### config.mk
export PLATFORM = sky130hd
export DESIGN_NAME = mmu_tlb
export DESIGN_NICKNAME = d
export VERILOG_FILES = /design/src/rtl/mmu_tlb.sv
export SDC_FILE = /design/constraint.sdc
export NUM_CORES = 1
export LEC_CHECK = 0
export CORE_UTILIZATION = 37
export CTS_CLUSTER_DIAMETER = 200
export CTS_CLUSTER_SIZE = 8
export DETAILED_ROUTE_END_ITERATION = 7
export PLACE_DENSITY_LB_ADDON = 0.08
export SYNTH_ARGS = -nofsm -noshare
export SYNTH_HDL_FRONTEND = slang
export SYNTH_SLANG_ARGS = --single-unit
### constraint.sdc
create_clock -name clk_i -period 2.5 [get_ports clk_i]
set_input_delay 0.75 -clock clk_i [delete_from_list [all_inputs] [get_ports clk_i]]
set_output_delay 0.75 -clock clk_i [all_outputs]
set_load 0.1 [all_outputs]
### src/rtl/mmu_tlb.sv
// mmu_tlb: fully-associative Sv32 TLB (4 KiB pages) that walks through mmu_ptw on a miss.
// Optional build macro MMU_TLB_ASID_EN: ASID-tagged entries with global pages instead of invalidate-on-satp-change.
module mmu_tlb #(
  parameter int ENTRIES   = 8,
  parameter int ENTRIES_W = 3
) (
  input  logic        clk_i,
  input  logic        rst_i,
  input  logic [31:0] satp_i,
  input  logic        lookup_valid_i,
  input  logic [31:0] lookup_addr_i,
  input  logic        flush_i,
  output logic        resp_valid_o,
  output logic        resp_fault_o,
  output logic [31:0] resp_paddr_o,
  output logic [9:0]  resp_flags_o,
  output logic        busy_o,
  output logic        ptw_req_valid_o,
  output logic [31:0] ptw_req_addr_o,
  input  logic        ptw_update_i,
  input  logic [31:0] ptw_vpn_i,
  input  logic [31:0] ptw_pte_i,
  input  logic        ptw_fault_i,
  output logic [1:0]  dbg_state_o
);

  // Handshake: a lookup is taken on any cycle with lookup_valid_i=1 and busy_o=0; the walk request
  // is a single-cycle pulse with no ready; ptw_update_i is consumed only while waiting for a walk.
  typedef enum logic [1:0] {
    S_IDLE   = 2'd0,
    S_REQ    = 2'd1,
    S_WAIT   = 2'd2,
    S_REPLAY = 2'd3
  } state_t;

  state_t state_q, state_d;

  logic [ENTRIES-1:0]   valid_q;
  logic [19:0]          vpn_q   [ENTRIES];
  logic [19:0]          ppn_q   [ENTRIES];
  logic [9:0]           flags_q [ENTRIES];
  logic [ENTRIES_W-1:0] ptr_q;
  logic [31:0]          vaddr_q;
  logic                 drop_q;

  logic                 mode;
  logic                 inval;
  logic                 lookup;
  logic                 walk_done;
  logic                 fill;
  logic                 hit;
  logic [ENTRIES_W-1:0] hit_idx;
  logic [ENTRIES-1:0]   match;
  logic [13:0]          unused_ptw;

  assign mode       = satp_i[31];
  assign unused_ptw = {ptw_vpn_i[31:20], ptw_pte_i[31:30]};

`ifdef MMU_TLB_ASID_EN
  logic [8:0]  asid_q [ENTRIES];
  logic [21:0] unused_satp;
  assign unused_satp = satp_i[21:0];
  assign inval       = flush_i;
`else
  // Without ASID tags any satp write may change the address space, so it acts as a flush.
  logic [31:0] satp_q;
  assign inval = flush_i | (satp_i != satp_q);
  always_ff @(posedge clk_i or negedge rst_i) begin
    if (!rst_i) satp_q <= '0;
    else        satp_q <= satp_i;
  end
`endif

  always_comb begin
    match = '0;
    for (int i = 0; i < ENTRIES; i++) begin
      match[i] = valid_q[i] && (vpn_q[i] == lookup_addr_i[31:12]);
`ifdef MMU_TLB_ASID_EN
      match[i] = match[i] && ((asid_q[i] == satp_i[30:22]) || flags_q[i][5]);
`endif
    end
  end

  // Scan downwards so the lowest matching index is the one left standing.
  always_comb begin
    hit     = 1'b0;
    hit_idx = '0;
    for (int i = ENTRIES - 1; i >= 0; i--) begin
      if (match[i]) begin
        hit     = 1'b1;
        hit_idx = ENTRIES_W'(i);
      end
    end
  end

  assign lookup    = (state_q == S_IDLE) && lookup_valid_i;
  assign walk_done = (state_q == S_WAIT) && mode && ptw_update_i;
  assign fill      = walk_done && !ptw_fault_i && !drop_q && !inval;

  always_comb begin
    state_d = state_q;
    case (state_q)
      S_IDLE:   if (lookup && mode && (inval || !hit)) state_d = S_REQ;
      S_REQ:    state_d = mode ? S_WAIT : S_IDLE;
      S_WAIT: begin
        if (!mode)             state_d = S_IDLE;
        else if (ptw_update_i) state_d = ptw_fault_i ? S_IDLE : S_REPLAY;
      end
      S_REPLAY: state_d = S_IDLE;
      default:  state_d = S_IDLE;
    endcase
  end

  assign busy_o          = (state_q != S_IDLE);
  assign ptw_req_valid_o = (state_q == S_REQ);
  assign ptw_req_addr_o  = vaddr_q;
  assign dbg_state_o     = state_q;

  always_ff @(posedge clk_i or negedge rst_i) begin
    if (!rst_i) begin
      state_q      <= S_IDLE;
      vaddr_q      <= '0;
      drop_q       <= 1'b0;
      resp_valid_o <= 1'b0;
      resp_fault_o <= 1'b0;
      resp_paddr_o <= '0;
      resp_flags_o <= '0;
    end else begin
      state_q      <= state_d;
      resp_valid_o <= 1'b0;
      resp_fault_o <= 1'b0;
      if (lookup) vaddr_q <= lookup_addr_i;
      if (state_q == S_IDLE) drop_q <= 1'b0;
      else if (inval)        drop_q <= 1'b1;
      if (lookup && !mode) begin
        resp_valid_o <= 1'b1;
        resp_paddr_o <= lookup_addr_i;
        resp_flags_o <= '0;
      end else if (lookup && hit && !inval) begin
        resp_valid_o <= 1'b1;
        resp_paddr_o <= {ppn_q[hit_idx], lookup_addr_i[11:0]};
        resp_flags_o <= flags_q[hit_idx];
      end else if (walk_done) begin
        // The walk result is answered even when the fill was dropped by a flush.
        resp_valid_o <= 1'b1;
        if (ptw_fault_i) begin
          resp_fault_o <= 1'b1;
        end else begin
          resp_paddr_o <= {ptw_pte_i[29:10], vaddr_q[11:0]};
          resp_flags_o <= ptw_pte_i[9:0];
        end
      end
    end
  end

  always_ff @(posedge clk_i or negedge rst_i) begin
    if (!rst_i) begin
      valid_q <= '0;
      ptr_q   <= '0;
      for (int i = 0; i < ENTRIES; i++) begin
        vpn_q[i]   <= '0;
        ppn_q[i]   <= '0;
        flags_q[i] <= '0;
`ifdef MMU_TLB_ASID_EN
        asid_q[i]  <= '0;
`endif
      end
    end else begin
      if (inval)     valid_q        <= '0;
      else if (fill) valid_q[ptr_q] <= 1'b1;
      if (fill) begin
        vpn_q[ptr_q]   <= ptw_vpn_i[19:0];
        ppn_q[ptr_q]   <= ptw_pte_i[29:10];
        flags_q[ptr_q] <= ptw_pte_i[9:0];
`ifdef MMU_TLB_ASID_EN
        asid_q[ptr_q]  <= satp_i[30:22];
`endif
        ptr_q <= ptr_q + ENTRIES_W'(1);
      end
    end
  end

endmodule

-- After elaboration in Yosys (flattened, before gate mapping)
Index checks and enable logic that the tools add are counted.
- word-level logic and storage cells: 149
- register bits: 522
- input port bits: 134
- output and inout port bits: 80
- magnitude comparators: 5
- muxes and demuxes: 56
- add/subtract/negate cells: 1
- equal/unequal tests: 15
- bitwise operators: 4
- reduce and logical (&&, ||, !) cells: 34
- operators with widths (operator ; count):
    $bwmux 160 ; 2
    $eq 20x20->1 ; 8
    $mux 32 ; 4
    $bwmux 80 ; 1
    $mux 10 ; 7
    $bmux 20 s3 ; 1
    $demux 20 s3 ; 1
    $mux 20 ; 3
    $ne 32x32->1 ; 1
    $bmux 10 s3 ; 1
    $demux 10 s3 ; 1
    $mux 3 ; 8
    $logic_and 1x1->1 ; 21
    $mux 1 ; 18
    $mux 8 ; 2
    $mux 2 ; 5
    $ge 4x4->1 const B ; 2
    $not 3->4 ; 2
    $or 8x8->8 ; 1
    $pmux 2 s4 ; 1
    $reduce_bool 2->1 ; 3
    $logic_not 1->1 ; 5
    $eq 2x2->1 const B ; 2
    $lt 3x4->1 const B ; 1
    other kinds (13) ; 14

-- Depth between registers and ports, before layout
Gate-level depths: netlist of run 1.
- depth after elaboration: 16
- gate-level depth with buffers: 12
- depth with buffers taken out: 9

-- Worst setup path after synthesis of run 1
No wires, ideal clock.
- path type: input to register
- start: input port lookup_addr_i[26]
- end: register resp_paddr_o[10]
- setup time: 131 ps
- cell stages on the path: 11
- buffers on the path: 3
- data required time: 2369 ps
- arrival: 3091 ps
- slack: -722 ps
- cell sequence: buf_4 xnor2_2 nand2_1 or3b_1 o41ai_4 o31ai_1 a21oi_2 nand2b_1 buf_4 buf_4 o21ai_1
- word-level cells in the longest chain between the ends: 14
- elaborated cells between the ends (all ways): 31
- classes of those cells: eq/ne (9); mux (10); reduce/logical (12)
- RTL lines (element ; line ; text):
    from (decl) ; 11 ; input logic [31:0] lookup_addr_i,
    $eq 20x20->1 ; 77 ; match[i] = valid_q[i] && (vpn_q[i] == lookup_addr_i[31:12]);
    $logic_and 1x1->1 ; 77 ;
    $mux 1 (7 in series) ; 89 ; if (match[i]) begin
    $mux 1 * ; 89 ;
    $logic_and 1x1->1 * (2 in series) ; 139 ; end else if (lookup && hit && !inval) begin
    $ne 3x1->1 (no line), or another cell as far along ; -- ;
    $reduce_and 2->1 (no line) / $mux 32 (equally long branches) ; -- ;
    to (signal assigned) ; 137 ; resp_paddr_o <= lookup_addr_i;
    to (signal assigned) ; 141 ; resp_paddr_o <= {ppn_q[hit_idx], lookup_addr_i[11:0]};
    to (signal assigned) ; 149 ; resp_paddr_o <= {ptw_pte_i[29:10], vaddr_q[11:0]};
    to (decl) ; 15 ; output logic [31:0] resp_paddr_o,
Mark *: on every way between the ends. The rest lies on a longest branch, timed or not.
A chain may end at the register's enable or synchronous reset.

-- Final worst setup path of run 1
- start: input port lookup_addr_i[12]
- end: register resp_flags_o[7]
- word-level cells in the longest chain between the ends: 16
- elaborated cells between the ends (all ways): 43
- classes of those cells: eq/ne (9); mux (21); bitwise (1); reduce/logical (12)
- RTL lines (element ; line ; text):
    $eq 20x20->1 ; 77 ;
    $logic_and 1x1->1 ; 77 ;
    $mux 3 (8 in series) ; 89 ;
    $not 3->4 (implied by the code) ; 142 ; resp_flags_o <= flags_q[hit_idx];
    $bmux 10 s3 ; 142 ;
    $mux 10 (implied by the code) (2 in series) ; 142 ;
    $mux 10 ; 139 ;
    $mux 10 ; 135 ; if (lookup && !mode) begin
    to (signal assigned) ; 142 ;
    to (signal assigned) ; 150 ; resp_flags_o <= ptw_pte_i[9:0];
    to (decl) ; 16 ; output logic [9:0] resp_flags_o,
Several ways; a longest one is shown, not always the timed one. The select of a mux whose other input is x is not followed.

==> results of run 1 <==
[worst max path at each step]
| stage | from | slack, ns | endpoint |
|---|---|---|---|
| floorplan | lookup_addr_i[24] | -0.71 | resp_paddr_o[30] |
| global placement | lookup_addr_i[17] | -1.86 | resp_flags_o[6] |
| detailed placement | lookup_addr_i[12] | -1.84 | resp_flags_o[7] |
| CTS | vpn_q[44] | -0.72 | resp_flags_o[7] |
| global route | lookup_addr_i[12] | -0.88 | resp_flags_o[7] |
| finish | lookup_addr_i[12] | -0.85 | resp_flags_o[7] |
[flip-flops by register name, indices dropped and copies added (netlist names)]
| name | count |
|---|---|
| ptw_req_addr_o | 32 |
| resp_fault_o | 1 |
| dbg_state_o | 2 |
| resp_flags_o | 10 |
| resp_valid_o | 1 |
| ptr_q | 3 |
| valid_q | 8 |
| flags_q | 80 |
| satp_q | 32 |
| vpn_q | 160 |
| drop_q | 1 |
| ppn_q | 160 |
| resp_paddr_o | 32 |
[stage by stage]
stage	util (%)	setup WS, ns
2_1_floorplan	-	-0.713
3_5_place_dp	46.3	-1.84
4_1_cts	52.5	-0.718
6_report	55.5	-0.848
5_1_grt	55.5	-0.883
3_3_place_gp	46.3	-1.86
[area by class of cell]
type	count	area (µm²)	area share, %
multi-input combinational	1274	12700	35.1
timing repair buffer	655	7180	19.9
clock inverter	6	67.6	0.187
sequential	522	13100	36.2
clock buffer	77	1930	5.34
tap	855	1070	2.97
inverter	22	82.6	0.229
antenna	1	2.50	0.00694
[cell families (layout without fill, tap and decap cells)]
group                    Yosys count  after routing  share of synthesized area (%)
AND/OR/NAND/NOR                  379            380                           7.74
AO/OA/AOI/OAI                    180            180                           5.78
XOR/XNOR                         194            194                           7.01
other                              0              1                              0
buffers and inverters            129            760                           2.75
flip-flops                       522            522                           53.4
adder cells (fa/ha/maj)            1              1                         0.0511
multiplexers                     519            519                           23.3
[metal layers]
layer / routed length (µm) / GRT usage (%) / share of wire, %
met2: 44300 / 41.4 / 48
met3: 4840 / 3.07 / 5.2
met4: 2510 / 7.94 / 2.7
met1: 40700 / 34.2 / 44
met5: 0 / 0 / 0
[worst max-delay path: stages]
cell      delay [ns]
buf_8           0.10
buf_6           0.11
buf_6           0.13
xnor2_4         0.22
nand4_1         0.20
nor4_4          0.34
buf_4           0.19
o211ai_1        0.14
a311oi_4        0.40
buf_4           0.18
o21a_4          0.16
buf_12          0.11
buf_12          0.13
mux2i_4         0.28
a211oi_2        0.10
o31a_1          0.28
[where the power goes]
group          switching (mW)  internal [mW]
Combinational            2.72           1.17
Clock                    3.74           5.41
Sequential              0.196           8.70
Total                    6.66           15.3
[cell usage in the layout, fill, tap and decap left out, drive strengths merged, types with 39 or more instances in the layout]
cell type and n:
xnor2 147, xor2 47, o21ai 39, nand2 176, mux2 401, clkbuf 106, mux2i 118, clkdlybuf4s50 83
dfrtp 522, buf 526, nand4 60
[repair_timing]
action / in CTS / in global routing
buffers inserted: 60 / 40
resized for setup: 308 / 222
setup endpoints to repair: 453 / 453
hold buffers: 0 / 0
pin swaps: 134 / 75
gates cloned: 11 / 38
==> results.py, run 1 <==
metrics = {
    "run_status": {
        "status": "finished, violations left",
        "violations": "setup timing",
    },
    "logic_synthesis": {
        "yosysSeqAreaShare_pct": 53.4,
        "synth_edf_count": 0,
        "postSynthAreaPerCell_um2": 12.7,
        "yosysWarningCount": 0,
        "syn_nets": 2059,
        "synth_ff_type": "dfrtp_1",
        "synth_commonest_cells": "dfrtp_1, mux2_2, nand2_1, xnor2_1, mux2i_1",
        "synth.most_common_cell": "dfrtp_1",
        "synth_cell_types": 71,
        "syn_area_mm2": 0.0245,
        "postSynthCellCount": 1924,
        "synth-seq-cells": 522,
        "synth_top_area_share_pct": 53.4,
        "yosysTopAreaCell": "dfrtp_1",
        "async_reset_ff_share_pct": 100,
        "synthTopCellsByArea": "dfrtp_1, mux2_2, xnor2_1",
    },
    "clock_network": {
        "cts_num_sinks": 522,
        "tritoncts": "done",
        "insertion_delay_ns": 0.62,
        "clk_pin_slew_ns": 0.05,
        "h-tree-depth": 3,
        "ctsRootBufferMaster": "clkbuf_16",
        "cts_inserted_buffers": 75,
        "cts_buffer_depth": 3,
    },
    "die": {
        "fp.coreArea_mm2": 0.0649,
        "die_y_um": 259,
        "dieArea_mm2": 0.0672,
        "rows": 93,
        "initial_core_util_pct": 37.7,
        "boundaryPins": 214,
        "die_w_um": 259,
    },
    "setup_path": {
        "reg2reg_depth": 14,
        "r2r-end": "resp_flags_o[7]",
        "end_kind": "flip-flop",
        "setup.worst_path.start_class": "input port",
        "critical_path_class": "input port to flip-flop",
        "rrSetupSlack_ns": -0.80,
        "cp.required_ns": 3.00,
        "r2r-start": "vpn_q[10]",
        "critPathArrivalTime_ns": 3.84,
        "critPathMaxFanout": 5,
    },
    "global_routing": {
        "track_usage_pct": 25.0,
        "grt-ovfl-total": 0,
        "grt_pass1_wl_um": 124000,
        "antenna_found_initial": 2,
        "grt_pass1_vias": 19100,
        "grt_max_degree": 79,
    },
    "routing": {
        "antenna_left": 0,
        "first_pass_iters": 7,
        "wire_per_inst_um": 27.1,
        "vias": 18500,
        "drc_errors": 0,
        "drt_iter0_markers": 1155,
        "routed_via_density": 5.41,
        "routed_wl_um": 92300,
    },
    "placed_design": {
        "gp_congestion": 0.887,
        "port_buffers": 199,
        "dpl-instance-area_mm2": 0.0301,
        "dp_hpwl_um": 56200,
        "place_inst": 3196,
    },
    "layout": {
        "finalNonFillerCells": 3412,
        "nNetsFinal": 2685,
        "drive_gt1_share_pct": 48.9,
        "final_cell_area_mm2": 0.0361,
        "synthToLayoutAreaGrowth_pct": 47.3,
        "fill_cells": 5319,
    },
    "min_path": {
        "hold_class": "input port to async pin",
    },
    "power": {
        "power_density_mw_per_mm2": 609,
        "total_power_mw": 21.9,
        "vdd_drop_max_mv": 0.480,
        "p_leak_nw": 17.4,
    },
    "timing": {
        "relSlewSlack_pct": 30.5,
        "hold_ws_ns": 0.0334,
        "fin_crit_sh_pct": 134,
        "rsz0062_at_grt": "true",
        "skew_ns": 0.0279,
        "finalMaxSlewViolations": 0,
        "setup_slack_ns": -0.848,
        "worst_pin_slew_ns": 1.04,
        "setup-violations-final": 451,
        "clock.fmax_mhz": 299,
        "fin_crit_ns": 3.35,
        "setup-tns-final_ns": -168.07,
        "hold_violations": 0,
    },
    "run": {
        "maxCapViolCount": 0,
    },
}
(Power assumes the default switching activity.)
==> inputs of run 2 (changes only) <==
--- a/config.mk
+++ b/config.mk
@@ -5,7 +5,7 @@
 export SDC_FILE = /design/constraint.sdc
 export NUM_CORES = 1
 export LEC_CHECK = 0
-export CORE_UTILIZATION = 37
+export CORE_UTILIZATION = 46
 export CTS_CLUSTER_DIAMETER = 200
 export CTS_CLUSTER_SIZE = 8
 export DETAILED_ROUTE_END_ITERATION = 7
==> run 2 against run 1 <==
Compared with the run above:
- utilization up 13 points
- critical path type unchanged
- combinational power shrank 1%
- largest cell class unchanged
- setup slack improved by 0.094 ns
- hold slack worse by 0.020 ns
- cell area fell by 0.83%
- clock power is 0.8% lower
- largest power group unchanged
- highest routed layer is now met5
- the run still ends with setup timing left
==> results.py, run 2 (synthesis results as in run 1) <==
metrics = {
    "power": {
        "total_power_mw": 21.8,
        "vdd_drop_max_mv": 0.493,
        "power_density_mw_per_mm2": 610,
        "p_leak_nw": 17.3,
    },
    "global_routing": {
        "use_met3_pct": 5.32,
        "met1_usage_pct": 44.0,
        "use_met2_pct": 51.1,
        "grt-ovfl-total": 0,
        "track_usage_pct": 32.3,
        "grt_pass1_wl_um": 127000,
        "grt_pass1_vias": 19500,
        "busiest_layer": "met2",
        "antenna_found_initial": 3,
        "grt_max_degree": 92,
    },
    "timing": {
        "fin_crit_ns": 3.25,
        "hold_violations": 0,
        "setup-violations-final": 452,
        "clock.fmax_mhz": 307,
        "fin_crit_sh_pct": 130,
        "skew_ns": 0.0194,
        "setup_slack_ns": -0.754,
        "relSlewSlack_pct": 6.14,
        "setup-tns-final_ns": -183.86,
        "worst_pin_slew_ns": 1.40,
        "finalMaxSlewViolations": 0,
        "rsz0062_at_grt": "true",
        "hold_ws_ns": 0.0139,
    },
    "placed_design": {
        "dpl-instance-area_mm2": 0.0297,
        "dp_hpwl_um": 51600,
        "place_inst": 2992,
        "place_ws_ns": -1.72,
        "port_buffers": 199,
        "gp_congestion": 0.930,
    },
    "die": {
        "rows": 84,
        "initial_core_util_pct": 46.6,
        "boundaryPins": 214,
        "die_w_um": 233,
        "dieArea_mm2": 0.0541,
        "fp.coreArea_mm2": 0.0526,
        "die_y_um": 233,
    },
    "routing": {
        "first_pass_iters": 5,
        "routed_via_density": 5.81,
        "drc_errors": 0,
        "antenna_left": 0,
        "vias": 18800,
        "routed_wl_um": 89600,
        "wire_per_inst_um": 27.7,
        "drt_iter0_markers": 1402,
    },
    "setup_path": {
        "max_stage_delay_ns": 0.49,
        "cp_common_cell": "buf_12",
        "r2r-start": "vpn_q[33]",
        "critPathArrivalTime_ns": 3.74,
        "reg2reg_depth": 12,
        "setup.worst_path.start_class": "input port",
        "r2r-end": "resp_paddr_o[16]",
        "crit_slowest_cell": "or4_4",
        "critPathLaunch": "lookup_addr_i[25]",
        "critical_path_class": "input port to flip-flop",
        "rrSetupSlack_ns": -0.75,
        "crit_path_cell_trace": "buf_6 > buf_12 > xnor2_1 > nand4_1 > or4_4 > o211ai_1 > a311oi_4 > buf_4 > o21ai_4 > buf_12 > buf_8 > mux2i_1 > a211oi_1 > o32a_1",
        "critPathMaxFanout": 4,
        "cp.required_ns": 2.98,
        "end_kind": "flip-flop",
    },
    "layout": {
        "final_cell_mix": "dfrtp_1, mux2_2, buf_4",
        "final_common_cell": "dfrtp_1",
        "nNetsFinal": 2671,
        "finish.utilization_pct": 68.0,
        "final_cell_area_mm2": 0.0358,
        "finalNonFillerCells": 3232,
        "drive_gt1_share_pct": 47.7,
        "reg_top3": "ppn_q x160, vpn_q x160, flags_q x80",
        "synthToLayoutAreaGrowth_pct": 46.1,
    },
    "clock_network": {
        "cts_buffer_depth": 3,
        "insertion_delay_ns": 0.61,
        "h-tree-depth": 3,
        "ctsRootBufferMaster": "clkbuf_16",
        "clk_pin_slew_ns": 0.05,
        "cts_inserted_buffers": 75,
        "cts_num_sinks": 522,
        "tritoncts": "done",
    },
    "run_status": {
        "violations": "setup timing",
        "status": "finished, violations left",
    },
    "min_path": {
        "hold_class": "input port to async pin",
    },
    "run": {
        "maxCapViolCount": 0,
    },
}
[run 2: layer usage]
metal	wire, µm	up-vias	part of all wire (%)
li1	-	8104	-
met1	37200	9756	42
met2	42100	703	47
met3	6110	217	6.8
met4	4180	2	4.7
met5	13	-	0.015
[run 2: power by group]
| part | leakage [nW] | internal [mW] | total [mW] | switching, mW |
|---|---|---|---|---|
| Combinational | 9.22 | 1.14 | 3.84 | 2.70 |
| Sequential | 7.10 | 8.71 | 8.90 | 0.194 |
| Clock | 0.981 | 5.41 | 9.09 | 3.67 |
[run 2: worst max-delay path by stage]
| stage | end | slack, ns | depth (start not counted) |
|---|---|---|---|
| after floorplan | resp_paddr_o[30] | -0.71 | 11 |
| after global placement | resp_paddr_o[12] | -1.77 | 13 |
| after detailed placement | resp_paddr_o[31] | -1.72 | 13 |
| after CTS | resp_paddr_o[22] | -0.72 | 16 |
| after global routing | resp_paddr_o[16] | -0.82 | 12 |
| final | resp_paddr_o[16] | -0.75 | 14 |
[run 2: cell type report]
class / instances / area [µm²]
antenna: 2 / 5.00
clock buffer: 77 / 1930
clock inverter: 6 / 63.8
fill: 3740 / 16800
inverter: 22 / 82.6
multi-input combinational: 1275 / 12500
sequential: 522 / 13100
tap: 688 / 861
timing repair buffer: 640 / 7260
[run 2: worst max-delay path, delay by kind of cell]
kind | cells | cell delay, ns
buffers and inverters | 5 | 0.65
XOR/XNOR | 1 | 0.34
AND/OR/NAND/NOR | 2 | 0.68
multiplexers | 1 | 0.21
AO/OA/AOI/OAI | 5 | 1.10
[run 2: timing repair]
item,CTS,global route
gates cloned,40,19
endpoints found under the setup margin,452,452
pin swaps,121,49
hold buffers,0,0
buffers inserted,86,33
gates resized for setup,364,139
